$ cat src/rtl/seg7_pkg.sv
// seg7_pkg: shared segment type, blank constant and hex glyph decode
package seg7_pkg;
   typedef logic [6:0] seg_t;
   localparam seg_t SEG_BLANK = 7'h7F;
   // Active-low glyphs, bit 0 = segment a .. bit 6 = segment g
   localparam seg_t GLYPHS [16] = '{
      7'h40, 7'h79, 7'h24, 7'h30, 7'h19, 7'h12, 7'h02, 7'h78,
      7'h00, 7'h10, 7'h08, 7'h03, 7'h46, 7'h21, 7'h06, 7'h0E
   };
   function automatic seg_t hex_to_seg(input logic [3:0] v);
      return GLYPHS[v];
   endfunction
endpackage

$ cat src/rtl/seg7_scan_driver_if.sv
// seg7_scan_driver_if: load/mask inputs and anode/cathode outputs of the scan driver
interface seg7_scan_driver_if import seg7_pkg::*; #(parameter int NUM_DIGITS = 4);
   logic                    LOAD;
   logic [4*NUM_DIGITS-1:0] DIGITS;
   logic [NUM_DIGITS-1:0]   EN_MASK;
   logic [NUM_DIGITS-1:0]   FLASH_MASK;
   logic [NUM_DIGITS-1:0]   DP_MASK;
   logic [NUM_DIGITS-1:0]   AN;
   seg_t                    C;
   logic                    DP;
   modport master (output LOAD, DIGITS, EN_MASK, FLASH_MASK, DP_MASK, input AN, C, DP);
   modport slave  (input LOAD, DIGITS, EN_MASK, FLASH_MASK, DP_MASK, output AN, C, DP);
endinterface

$ cat src/rtl/tick_gen.sv
// tick_gen: free-running 0..DIV-1 counter with a terminal-count tick
module tick_gen #(parameter int DIV = 2) (
   input  logic clk,
   input  logic rst,
   output logic tick
);
   localparam int W = DIV > 1 ? $clog2(DIV) : 1;
   logic [W-1:0] cnt;
   assign tick = cnt == W'(DIV - 1);
   always_ff @(posedge clk) begin
      if (rst) cnt <= '0;
      else cnt <= tick ? '0 : cnt + 1'b1;
   end
endmodule

$ cat src/rtl/seg7_scan_driver.sv
// seg7_scan_driver: double-buffered, time-multiplexed seven-segment driver
// with per-digit enable, flash, decimal point and optional leading-zero blanking.
module seg7_scan_driver import seg7_pkg::*; #(
   parameter int NUM_DIGITS = 4,
   parameter int SCAN_DIV   = 100000,
   parameter int FLASH_DIV  = 25000000,
   parameter int BLANK_LZ   = 1
) (
   input logic CLK,
   input logic RESET,
   seg7_scan_driver_if.slave bus
);
   localparam int IW = NUM_DIGITS > 1 ? $clog2(NUM_DIGITS) : 1;
   logic [4*NUM_DIGITS-1:0] digits_sh;
   logic [NUM_DIGITS-1:0]   en_sh, flash_sh, dp_sh;
   logic [IW-1:0]           idx;
   logic                    flash_phase, scan_tick, flash_tick, blank;
   logic [3:0]              nib;
   tick_gen #(.DIV(SCAN_DIV))  u_scan  (.clk(CLK), .rst(RESET), .tick(scan_tick));
   tick_gen #(.DIV(FLASH_DIV)) u_flash (.clk(CLK), .rst(RESET), .tick(flash_tick));
   // A digit is a leading zero when it and every digit above it are zero
   always_comb begin
      nib = digits_sh[4*idx +: 4];
      blank = !en_sh[idx] || (flash_sh[idx] && flash_phase) ||
              (BLANK_LZ != 0 && idx != '0 && (digits_sh >> (4*idx)) == '0);
   end
   always_ff @(posedge CLK) begin
      if (RESET) begin
         digits_sh   <= '0;
         en_sh       <= '0;
         flash_sh    <= '0;
         dp_sh       <= '0;
         idx         <= '0;
         flash_phase <= 1'b0;
         bus.AN      <= '1;
         bus.C       <= SEG_BLANK;
         bus.DP      <= 1'b1;
      end else begin
         if (bus.LOAD) begin
            digits_sh <= bus.DIGITS;
            en_sh     <= bus.EN_MASK;
            flash_sh  <= bus.FLASH_MASK;
            dp_sh     <= bus.DP_MASK;
         end
         if (scan_tick) idx <= idx == IW'(NUM_DIGITS - 1) ? '0 : idx + 1'b1;
         if (flash_tick) flash_phase <= ~flash_phase;
         bus.AN <= blank ? '1 : ~(NUM_DIGITS'(1) << idx);
         bus.C  <= blank ? SEG_BLANK : hex_to_seg(nib);
         bus.DP <= blank | ~dp_sh[idx];
      end
   end
endmodule

$ cat src/flat_wrapper.sv
// flat-port wrapper written by rule: the top's interface ports become plain ports
module seg7_scan_driver_flat import seg7_pkg::*;
#(
   parameter int NUM_DIGITS = 4,
   parameter int SCAN_DIV   = 100000,
   parameter int FLASH_DIV  = 25000000,
   parameter int BLANK_LZ   = 1
)
  (CLK, RESET, bus_LOAD, bus_DIGITS, bus_EN_MASK, bus_FLASH_MASK, bus_DP_MASK, bus_AN, bus_C, bus_DP);
  seg7_scan_driver_if #(.NUM_DIGITS(NUM_DIGITS)) bus_i ();
  input logic CLK;
  input logic RESET;
  input wire logic [$bits(bus_i.LOAD)-1:0] bus_LOAD;
  input wire logic [$bits(bus_i.DIGITS)-1:0] bus_DIGITS;
  input wire logic [$bits(bus_i.EN_MASK)-1:0] bus_EN_MASK;
  input wire logic [$bits(bus_i.FLASH_MASK)-1:0] bus_FLASH_MASK;
  input wire logic [$bits(bus_i.DP_MASK)-1:0] bus_DP_MASK;
  output wire logic [$bits(bus_i.AN)-1:0] bus_AN;
  output wire logic [$bits(bus_i.C)-1:0] bus_C;
  output wire logic [$bits(bus_i.DP)-1:0] bus_DP;
  assign bus_i.LOAD = bus_LOAD;
  assign bus_i.DIGITS = bus_DIGITS;
  assign bus_i.EN_MASK = bus_EN_MASK;
  assign bus_i.FLASH_MASK = bus_FLASH_MASK;
  assign bus_i.DP_MASK = bus_DP_MASK;
  assign bus_AN = bus_i.AN;
  assign bus_C = bus_i.C;
  assign bus_DP = bus_i.DP;
  seg7_scan_driver #(.NUM_DIGITS(NUM_DIGITS), .SCAN_DIV(SCAN_DIV), .FLASH_DIV(FLASH_DIV), .BLANK_LZ(BLANK_LZ)) u_core (.CLK(CLK), .RESET(RESET), .bus(bus_i));
endmodule
$ cat config.mk
export PLATFORM = sky130hd
export DESIGN_NAME = seg7_scan_driver_flat
export DESIGN_NICKNAME = d
export VERILOG_FILES = /design/src/rtl/seg7_pkg.sv /design/src/rtl/seg7_scan_driver_if.sv /design/src/rtl/tick_gen.sv /design/src/rtl/seg7_scan_driver.sv /design/src/flat_wrapper.sv
export SDC_FILE = /design/constraint.sdc
export NUM_CORES = 1
export LEC_CHECK = 0
export ABC_AREA = 1
export BUFFER_PORTS_ARGS = -buffer_cell sky130_fd_sc_hd__buf_4
export CAP_MARGIN = 25
export CORE_MARGIN = 5
export CORE_UTILIZATION = 40
export CTS_CLUSTER_SIZE = 25
export DETAILED_ROUTE_END_ITERATION = 10
export GPL_ROUTABILITY_DRIVEN = 0
export PLACE_DENSITY = 0.62
export SETUP_SLACK_MARGIN = 0.1
export SLEW_MARGIN = 0
export SYNTH_ARGS = -nofsm -noshare
export SYNTH_HDL_FRONTEND = slang
export SYNTH_SLANG_ARGS = --single-unit
$ cat constraint.sdc
create_clock -name CLK -period 3.6 [get_ports CLK]
set_input_delay 0.72 -clock CLK [delete_from_list [all_inputs] [get_ports CLK]]
set_output_delay 0.72 -clock CLK [all_outputs]
set_load 0.1 [all_outputs]
==> results of run 1 <==
==> registers in the layout, summed over array words and instances (netlist names) <==
| signal | cells |
|---|---|
| u_core.bus.AN | 4 |
| u_core.bus.C | 7 |
| u_core.bus.DP | 1 |
| u_core.digits_sh | 16 |
| u_core.dp_sh | 4 |
| u_core.en_sh | 4 |
| u_core.flash_phase | 1 |
| u_core.flash_sh | 4 |
| u_core.idx | 2 |
| u_core.u_flash.cnt | 25 |
| u_core.u_scan.cnt | 17 |
==> routing by layer <==
| metal | track usage | share of wire | up-vias |
|---|---|---|---|
| met5 | 0 | 0 | - |
| met4 | 0.04380 | 0.015 | 0 |
| met3 | 0.03641 | 0.044 | 9 |
| met2 | 0.2174 | 0.43 | 57 |
| met1 | 0.2151 | 0.51 | 1614 |
| li1 | - | - | 1988 |
==> stage by stage <==
stage                     hold WS [ns]  area [µm²]  cells
final                           0.4475        4723    785
after global routing            0.4876        4723    785
after global placement          0.4291        4524    769
after CTS                       0.4534        4723    785
after floorplan                 0.4175        4154    607
after detailed placement        0.4389        4524    769
==> Yosys cell counts (all sizes together) <==
library cell  instances  area share
clkbuf                8      0.0072
nand3                41       0.051
o21ai                40       0.051
nand4                 7       0.011
nand2               146        0.13
ha                   11       0.033
or2                   3      0.0045
nand3b                3      0.0054
inv                  56       0.052
xnor2                 7       0.015
nor2                145        0.13
o22ai                 1      0.0015
buf                   9       0.022
o21bai                1      0.0018
dfxtp                85        0.41
a21oi                19       0.025
xor2                 14       0.030
nor3                 11       0.014
==> critical path, delay by kind of cell (launching register included) <==
kind | cells | cell delay [ns]
flops | 1 | 0.83
simple gates | 8 | 0.75
compound gates | 1 | 0.45
buf+inv | 2 | 0.20
fa+ha+maj | 1 | 0.20
==> how the worst min path moves through the flow <==
stage / start / to / slack, ns / cells past startpoint
CTS: u_core.u_scan.cnt[0] / u_core.u_scan.cnt[0] / 0.45 / 1
finish: u_core.u_scan.cnt[0] / u_core.u_scan.cnt[0] / 0.45 / 1
global route: u_core.u_scan.cnt[0] / u_core.u_scan.cnt[0] / 0.49 / 1
global placement: u_core.u_scan.cnt[0] / u_core.u_scan.cnt[0] / 0.43 / 1
floorplan: u_core.u_scan.cnt[0] / u_core.u_scan.cnt[0] / 0.42 / 1
detailed placement: u_core.u_scan.cnt[0] / u_core.u_scan.cnt[0] / 0.44 / 1
==> cells by family (layout without fill, tap and decap cells) <==
| kind of cell | count (synthesis) | in the layout | share of synthesized area |
|---|---|---|---|
| DFF | 85 | 85 | 0.4096 |
| adders and majority gates | 11 | 11 | 0.03313 |
| AOI/OAI and AO/OA | 61 | 61 | 0.07892 |
| and+or+nand+nor | 356 | 356 | 0.3521 |
| xor gates and xnor gates | 21 | 21 | 0.04428 |
| buffers and inverters | 73 | 115 | 0.08193 |
==> where the power goes <==
part | total [mW] | switching (mW) | internal [mW]
Clock | 0.678 | 0.354 | 0.324
Sequential | 0.992 | 0.0205 | 0.971
Combinational | 0.179 | 0.115 | 0.0644
==> cell type report <==
| type | instances | area share |
|---|---|---|
| multi-input cells | 449 | 0.4472 |
| inverters | 56 | 0.04609 |
| well taps | 136 | 0.03603 |
| clock buffers | 9 | 0.02623 |
| clock inverters | 7 | 0.01589 |
| flip-flops and latches | 85 | 0.3603 |
| repair buffers | 43 | 0.06834 |
==> run_results.csv, run 1 <==
group,metric,value,unit
status,status,"finished, final reports clean",
yosys,synth_nets,649,
layout,n_antenna_cell,0,
clock_network,cts_hold_buf,0,
clock_network,cts_made_buffers,9,
setup_path,r2r_slack,1.03,ns
routing,drc,0,
yosys,synth_cells,607,
setup_path,endpoint,"u_core.bus.AN[0]",
die,die_h,111.9,µm
setup_path,crit_type,"flop to flop",
die,dieArea,12520,µm²
layout,drive_above_1_share,0.1186,
setup_path,crit_start,"u_core.idx[0]",
grt,grt_first_pass_wirelength,15.61,mm
setup_path,crit_required,3.81,ns
setup_path,path_common_cell,"nand2_1",
layout,final_common_cell,"nor2_1",
yosys,ys_types,31,
clock_network,insertion_delay,0.35,ns
routing,ant_nets,0,
setup_path,timing.rr.end,"u_core.bus.AN[0]",
timing,hold_viol_final,0,
clock_network,cts_root_buf,"clkbuf_8",
timing,drv_slew,0,
timing,fin_crit,2.571,ns
flow_run,maxCapViolations,0,
clock_network,clkTransAtPathRegs,0.09,ns
grt,first_global_vias,3388,
die,rows,37,
layout,fillers,1049,
setup_path,critPathMaxFanout,21,
layout,multiInputGateArea,2112,µm²
setup_path,rr_worst_depth,12,
die,die_w,111.9,µm
timing,tns,0,ns
timing,rsz0062_at_grt,"no",
setup_path,start_kind,"flop",
min_path,min_path_type,"flop to flop",
clock_network,cts_setup_buffers,0,
clock_network,cts_sinks,85,
setup_path,cpMaxStageDelayCell,"dfxtp_1",
layout,seq_area,1702,µm²
routing,via_count,3668,
routing,finalWirelength,8.902,mm
layout,nNetsFinal,686,
routing,wl_per_cell,11.34,µm
setup_path,reg2reg_from,"u_core.idx[0]",
timing,setup_violations,0,
placement,place_ws,1.015,ns
timing,tightest_slew,0.8079,ns
routing,drt_iter0_markers,197,
clock_network,htreeDepth,3,
setup_path,critPathArrivalTime,2.79,ns
timing,clock.fmax,0.3889,GHz
grt,antenna_found_initial,0,
grt,track_usage,0.1483,
power_and_ir_drop,power.total,1.849,mW
yosys,ys_ff_latch,85,
clock_network,cts_tree,"yes",
power_and_ir_drop,ir_drop,0.0001560,V
layout,syn2layout_area_growth,13.70,%
die,fp.coreArea,10230,µm²
layout,finish.utilization,0.4617,
placement,port_buffers,42,
timing,worst_clock_skew,0.009617,ns
placement,dp_hpwl,6.624,mm
grt,grt_max_degree,35,
power_and_ir_drop,cellLeakagePower,1.956,nW
die,io_pins,43,
routing,dr.pass1.iters,4,
setup_path,crit_chain,"nand2_1, nand2_1, nand2_1, nand2_1, inv_1, ha_1, inv_1, nor2_1, nand3_1, nor3_2, a21oi_2, nand2_1",
yosys,seq_area_frac_synth,0.4096,
clock_network,cts-resized-gates,0,
yosys,syn-cell-area,4154,µm²
grt,gr-total-overflow,0,
timing,period_share,0.7143,
die,start_util,0.4060,
setup_path,max_stage_delay,0.83,ns
routing,via_per_inst,4.673,
layout,layout_common_cells,"nor2_1 (143), nand2_1 (142), dfxtp_1 (85)",
timing,final.setup.worst_slack,1.029,ns
power_and_ir_drop,powerDensity,391.4,nW/µm²
timing,relSlewSlack,0.4608,
yosys,syn_avg_cell_area,6.843,µm²
clock_network,clockBufferDepth,2,
yosys,ys_warn_count,0,
setup_path,timing.critical_path.to_type,"flop",
Note: power is estimated with default switching activity, not from simulation.
==> run 2: changes to the inputs <==
--- a/config.mk
+++ b/config.mk
@@ -13,7 +13,7 @@
 export CTS_CLUSTER_SIZE = 25
 export DETAILED_ROUTE_END_ITERATION = 10
 export GPL_ROUTABILITY_DRIVEN = 0
-export PLACE_DENSITY = 0.62
+export PLACE_DENSITY = 0.64
 export SETUP_SLACK_MARGIN = 0.1
 export SLEW_MARGIN = 0
 export SYNTH_ARGS = -nofsm -noshare
==> constraint.sdc (replaced) <==
create_clock -name CLK -period 2.2 [get_ports CLK]
set_input_delay 0.44 -clock CLK [delete_from_list [all_inputs] [get_ports CLK]]
set_output_delay 0.44 -clock CLK [all_outputs]
set_load 0.1 [all_outputs]
==> run 2 against run 1 <==
  * Design area rose by 1.4%
  * First-iteration DRC count up 1.0%
  * Wire length decreased by 0.70%
  * Non-clock buffer count increased by 6
  * Register-to-register slack worse by 0.69 ns
  * Count of clock-buffer cells in the layout grew 2
  * Maximum frequency up 38%
  * Critical path depth is 2 higher
  * Total power increased by 68%
  * Via count up 0.63%
  * Global-route usage decreased by 0.12 points
  * Critical endpoint is now u_core.bus.AN[2]
==> run_results.csv, run 2 (synthesis gave the netlist of run 1 again) <==
group,metric,value,unit
clock_network,cts_sinks,85,
clock_network,htreeDepth,3,
timing,final.setup.worst_slack,0.3425,ns
clock_network,cts_tree,"yes",
setup_path,timing.critical_path.to_type,"flop",
grt,antenna_found_initial,0,
placement,dp_hpwl,6.617,mm
timing,drv_slew,0,
power_and_ir_drop,cellLeakagePower,1.995,nW
flow_run,maxCapViolations,0,
layout,syn2layout_area_growth,15.27,%
routing,via_count,3691,
timing,clock.fmax,0.5384,GHz
min_path,min_path_type,"primary input to flop",
timing,relSlewSlack,0.6432,
routing,wl_per_cell,11.19,µm
setup_path,start_kind,"flop",
setup_path,reg2reg_from,"u_core.idx[0]",
routing,wl_met1,4.488,mm
clock_network,clkTransAtPathRegs,0.08,ns
die,io_pins,43,
routing,met3WireLength,310,µm
layout,largest_register_ffs,25,
routing,routed.top_layer,"met4",
die,die_h,111.9,µm
setup_path,timing.rr.end,"u_core.bus.AN[2]",
timing,tightest_slew,0.5346,ns
timing,setup_violations,0,
layout,multiInputGateArea,2115,µm²
power_and_ir_drop,powerDensity,650.3,nW/µm²
setup_path,endpoint,"u_core.bus.AN[2]",
die,dieArea,12520,µm²
routing,finalWirelength,8.840,mm
grt,first_global_vias,3535,
routing,ant_nets,0,
layout,fillers,1033,
placement,port_buffers,42,
timing,worst_clock_skew,0.007493,ns
die,start_util,0.4060,
routing,route.met2.wl,3.961,mm
layout,finish.utilization,0.4680,
layout,regMostFlops,"u_core.u_flash.cnt",
layout,reg_top3,"u_core.u_flash.cnt x25, u_core.u_scan.cnt x17, u_core.digits_sh x16",
power_and_ir_drop,ir_drop,0.0003495,V
layout,seq_area,1704,µm²
clock_network,cts_made_buffers,9,
clock_network,cts_hold_buf,0,
setup_path,r2r_slack,0.34,ns
timing,rsz0062_at_grt,"no",
grt,gr-total-overflow,0,
routing,dr.pass1.iters,4,
setup_path,critPathArrivalTime,2.09,ns
routing,drc,0,
setup_path,crit_required,2.43,ns
timing,period_share,0.8443,
die,rows,37,
grt,grt_max_degree,31,
clock_network,clockBufferDepth,2,
setup_path,rr_worst_depth,14,
routing,via_per_inst,4.672,
timing,tns,0,ns
clock_network,insertion_delay,0.35,ns
routing,drt_iter0_markers,199,
timing,timing.hold.ws,0.3121,ns
placement,place_ws,0.1827,ns
die,die_w,111.9,µm
setup_path,crit_start,"u_core.idx[0]",
layout,drive_above_1_share,0.1284,
timing,fin_crit,1.857,ns
grt,grt_first_pass_wirelength,15.69,mm
grt,track_usage,0.1472,
layout,layout_common_cells,"nor2_1 (143), nand2_1 (141), dfxtp_1 (83)",
status,status,"finished, final reports clean",
die,fp.coreArea,10230,µm²
layout,nNetsFinal,692,
timing,hold_viol_final,0,
clock_network,cts_root_buf,"clkbuf_8",
setup_path,critPathMaxFanout,17,
layout,n_antenna_cell,0,
setup_path,crit_type,"flop to flop",
layout,final_common_cell,"nor2_1",
[run 2: metrics by stage]
| stage | area [µm²] | power (mW) | instances |
|---|---|---|---|
| floorplan | 4154 | 1.860 | 607 |
| global placement | 4569 | 1.953 | 775 |
| detailed placement | 4569 | 1.957 | 775 |
| CTS | 4783 | 3.151 | 790 |
| global route | 4788 | 3.253 | 790 |
| finish | 4788 | 3.114 | 790 |
[run 2: metal layers]
layer / GRT usage / vias to the layer above
met2: 0.2318 / 50
li1: - / 1990
met3: 0.03152 / 4
met4: 0.04866 / 0
met5: 0 / -
met1: 0.2006 / 1647
[run 2: worst min path at each step]
stage	start	end	slack [ns]	cells past startpoint
5_1_grt	bus_DIGITS[4]	u_core.digits_sh[4]	0.29	3
3_5_place_dp	u_core.u_scan.cnt[0]	u_core.u_scan.cnt[0]	0.44	1
3_3_place_gp	u_core.u_scan.cnt[0]	u_core.u_scan.cnt[0]	0.43	1
6_report	bus_DIGITS[7]	u_core.digits_sh[7]	0.31	3
2_1_floorplan	u_core.u_scan.cnt[0]	u_core.u_scan.cnt[0]	0.42	1
4_1_cts	bus_DIGITS[7]	u_core.digits_sh[7]	0.30	3
[run 2: area by class of cell]
cell class,instances,share of cell area
Multi-Input combinational cell,449,0.4416
Sequential cell,85,0.3559
Timing Repair Buffer,49,0.07682
Inverter,56,0.04547
Tap cell,136,0.03554
Clock buffer,11,0.02953
Clock inverter,4,0.01516
[run 2: power by group]
| group | switching (mW) | internal (mW) |
|---|---|---|
| logic | 0.188 | 0.110 |
| clock network | 0.531 | 0.663 |
| registers | 0.0328 | 1.59 |
[run 2: what timing repair did]
action	4_1_cts	5_1_grt
gates resized for setup	0	3
buffers inserted	0	0
setup endpoints to repair	0	12
[run 2: critical path: stages (launching register included)]
cell and delay, ns:
dfxtp_2 0.37, inv_8 0.11, nand2_1 0.06, nand2_1 0.07, nand2_1 0.06, nand2_2 0.10
inv_1 0.09, ha_1 0.19, inv_1 0.10, nor2_1 0.06, nand3_1 0.08, nor3_2 0.05
a21oi_2 0.13, buf_4 0.18, nand2_1 0.07
==> run 3: changes to the inputs <==
==> constraint.sdc (replaced) <==
create_clock -name CLK -period 1.7 [get_ports CLK]
set_input_delay 0.34 -clock CLK [delete_from_list [all_inputs] [get_ports CLK]]
set_output_delay 0.34 -clock CLK [all_outputs]
set_load 0.1 [all_outputs]
==> run 3 against run 2 <==
  * The run now ends with setup timing left
  * Total power is 28% higher
  * Wire length is 12% higher
  * Global-route usage is 1.1 points higher
  * Design area is 7.4% higher
==> run_results.csv, run 3 (synthesis gave the netlist of run 1 again) <==
group,metric,value,unit
clock_network,htreeDepth,3,
routing,wl_per_cell,12.10,µm
routing,finalWirelength,9.861,mm
layout,n_antenna_cell,0,
die,dieArea,12520,µm²
timing,tightest_slew,0.5234,ns
power_and_ir_drop,cellLeakagePower,2.136,nW
layout,final_common_cell,"nor2_1",
timing,rsz0062_at_grt,"yes",
die,io_pins,43,
power_and_ir_drop,ir_drop,0.0004036,V
timing,final.setup.worst_slack,-0.03092,ns
grt,grt_max_degree,34,
routing,dr.pass1.iters,4,
placement,port_buffers,42,
die,fp.coreArea,10230,µm²
power_and_ir_drop,p_sw_frac,0.2638,
grt,track_usage,0.1582,
die,start_util,0.4060,
setup_path,critPathMaxFanout,8,
min_path,min_path_type,"primary input to flop",
setup_path,rr_worst_depth,11,
timing,period_share,1.018,
routing,ant_nets,0,
setup_path,path_buf_inv,2,
min_path,hold_start,"bus_EN_MASK[2]",
status,violations,"setup timing",
routing,via_count,3845,
power_and_ir_drop,powerDensity,773.2,nW/µm²
die,rows,37,
clock_network,cts_made_buffers,9,
layout,layout_common_cells,"nor2_1 (137), nand2_1 (129), dfxtp_1 (81)",
setup_path,cpMaxStageDelayCell,"dfxtp_4",
timing,worst_clock_skew,0.01588,ns
clock_network,cts_sinks,85,
clock_network,clockBufferDepth,2,
status,status,"finished, violations left",
power_and_ir_drop,power_frac_comb,0.118,
grt,antenna_found_initial,0,
min_path,min_to,"u_core.en_sh[2]",
setup_path,timing.critical_path.to_type,"flop",
placement,dp.cells,786,
layout,syn2layout_area_growth,23.83,%
setup_path,max_stage_delay,0.43,ns
setup_path,critPathArrivalTime,2.03,ns
setup_path,crit_family,"simple AND/OR/NAND/NOR gates",
layout,nNetsFinal,716,
setup_path,path_common_cell,"nand2_2",
setup_path,reg2reg_from,"u_core.idx[0]",
power_and_ir_drop,pwr-share-seq,0.528,
routing,drc,0,
setup_path,start_kind,"flop",
timing,hold_viol_final,0,
setup_path,r2r_slack,-0.03,ns
min_path,worstHoldPathCells,3,
grt,grt_first_pass_wirelength,16.57,mm
timing,fin_crit,1.731,ns
power_and_ir_drop,p_switching,1.049,mW
routing,via_per_inst,4.718,
power_and_ir_drop,power.total,3.977,mW
timing,drv_slew,0,
clock_network,cts_root_buf,"clkbuf_8",
placement,dp_hpwl,6.757,mm
flow_run,maxCapViolations,0,
clock_network,insertion_delay,0.36,ns
clock_network,cts_tree,"yes",
layout,fillers,1006,
power_and_ir_drop,intPower,2.928,mW
grt,first_global_vias,3726,
clock_network,clkTransAtPathRegs,0.09,ns
layout,instances_no_fill,815,
setup_path,timing.rr.end,"u_core.bus.AN[3]",
routing,drt_iter0_markers,214,
layout,regMostFlops,"u_core.u_flash.cnt",
layout,largest_register_ffs,25,
setup_path,crit_type,"flop to flop",
timing,clock.fmax,0.5777,GHz
die,die_h,111.9,µm
die,die_w,111.9,µm
power_and_ir_drop,power_frac_clock,0.354,
setup_path,crit_required,2.00,ns
timing,setup_violations,10,
setup_path,crit_chain,"inv_8, nand2_2, nand2_2, o21ai_4, ha_4, inv_2, nor2_1, nand3_1, nor3_4, a21oi_4, nand2_1",
timing,relSlewSlack,0.6507,
grt,gr-total-overflow,0,
layout,reg_top3,"u_core.u_flash.cnt x25, u_core.u_scan.cnt x17, u_core.digits_sh x16",
layout,drive_above_1_share,0.2003,
[run 3: cell types whose count changed in the layout (fill, tap and decap cells not counted), moves of 3 or more]
cell,before,now
nor2_1,143,137
inv_2,2,5
nand2_1,141,129
inv_1,53,50
nor2_2,2,7
buf_4,49,65
nand2_4,0,3
buf_12,0,3
nand2_2,5,14
[run 3: timing repair]
item                                    CTS  global route
hold buffers                              0             0
setup buffers                             7             1
gates resized for setup                  11            22
pin swaps                                 1             6
endpoints found under the setup margin   12            45
cloned                                    2             3
[run 3: metrics by stage]
stage / util / setup WS (ns) / TNS (ns) / hold slack (ns) / area, µm²
2_1_floorplan: - / -0.04348 / -0.4202 / 0.4175 / 4173
3_3_place_gp: 0.4602 / -0.09820 / -1.110 / 0.4281 / 4708
3_5_place_dp: 0.4602 / -0.1449 / -1.469 / 0.4402 / 4708
4_1_cts: 0.4900 / 0.03920 / 0 / 0.1819 / 5014
5_1_grt: 0.5028 / -0.1393 / -1.359 / 0.1853 / 5144
6_report: 0.5028 / -0.03092 / -0.1520 / 0.1980 / 5144
[run 3: how the worst max path moves through the flow]
stage	startpoint	to	cells past startpoint
after CTS	u_core.idx[0]	u_core.bus.C[5]	13
after detailed placement	u_core.idx[0]	u_core.bus.AN[3]	12
final	u_core.idx[0]	u_core.bus.AN[3]	11
after global placement	u_core.idx[0]	u_core.bus.C[3]	12
after floorplan	u_core.idx[0]	u_core.bus.C[2]	16
after global routing	u_core.idx[0]	u_core.bus.AN[3]	13
[run 3: layout make-up]
class	count	area, µm²	share of cell area
clock inverter	6	61.31	0.01192
timing repair buffer	71	609.3	0.1185
clock buffer	10	127.6	0.02481
tap	136	170.2	0.03308
sequential	85	1709	0.3323
inverter	56	217.7	0.04233
timing repair inverter	1	6.256	0.001216
multi-input combinational	450	2242	0.4359
[run 3: power by group through the flow]
| stage | Clock [mW] | Combinational, mW | Sequential (mW) |
|---|---|---|---|
| 6_report | 1.41 | 0.470 | 2.10 |
| 3_3_place_gp | 0 | 0.413 | 2.14 |
| 5_1_grt | 1.53 | 0.519 | 2.11 |
| 3_5_place_dp | 0 | 0.417 | 2.14 |
| 4_1_cts | 1.45 | 0.446 | 2.10 |
| 2_1_floorplan | 0 | 0.213 | 2.20 |
[run 3: worst min-delay path: cells and delay by family]
family        cells  cell delay (ns)
simple gates      2             0.11
buf+inv           1             0.08
[run 3: layer usage]
metal	routed length, µm	global-route usage	vias to the layer above
met5	0	0	-
met4	95	0.04136	0
met3	413	0.04783	8
met2	4620	0.2582	63
met1	4730	0.2040	1734
li1	-	-	2040
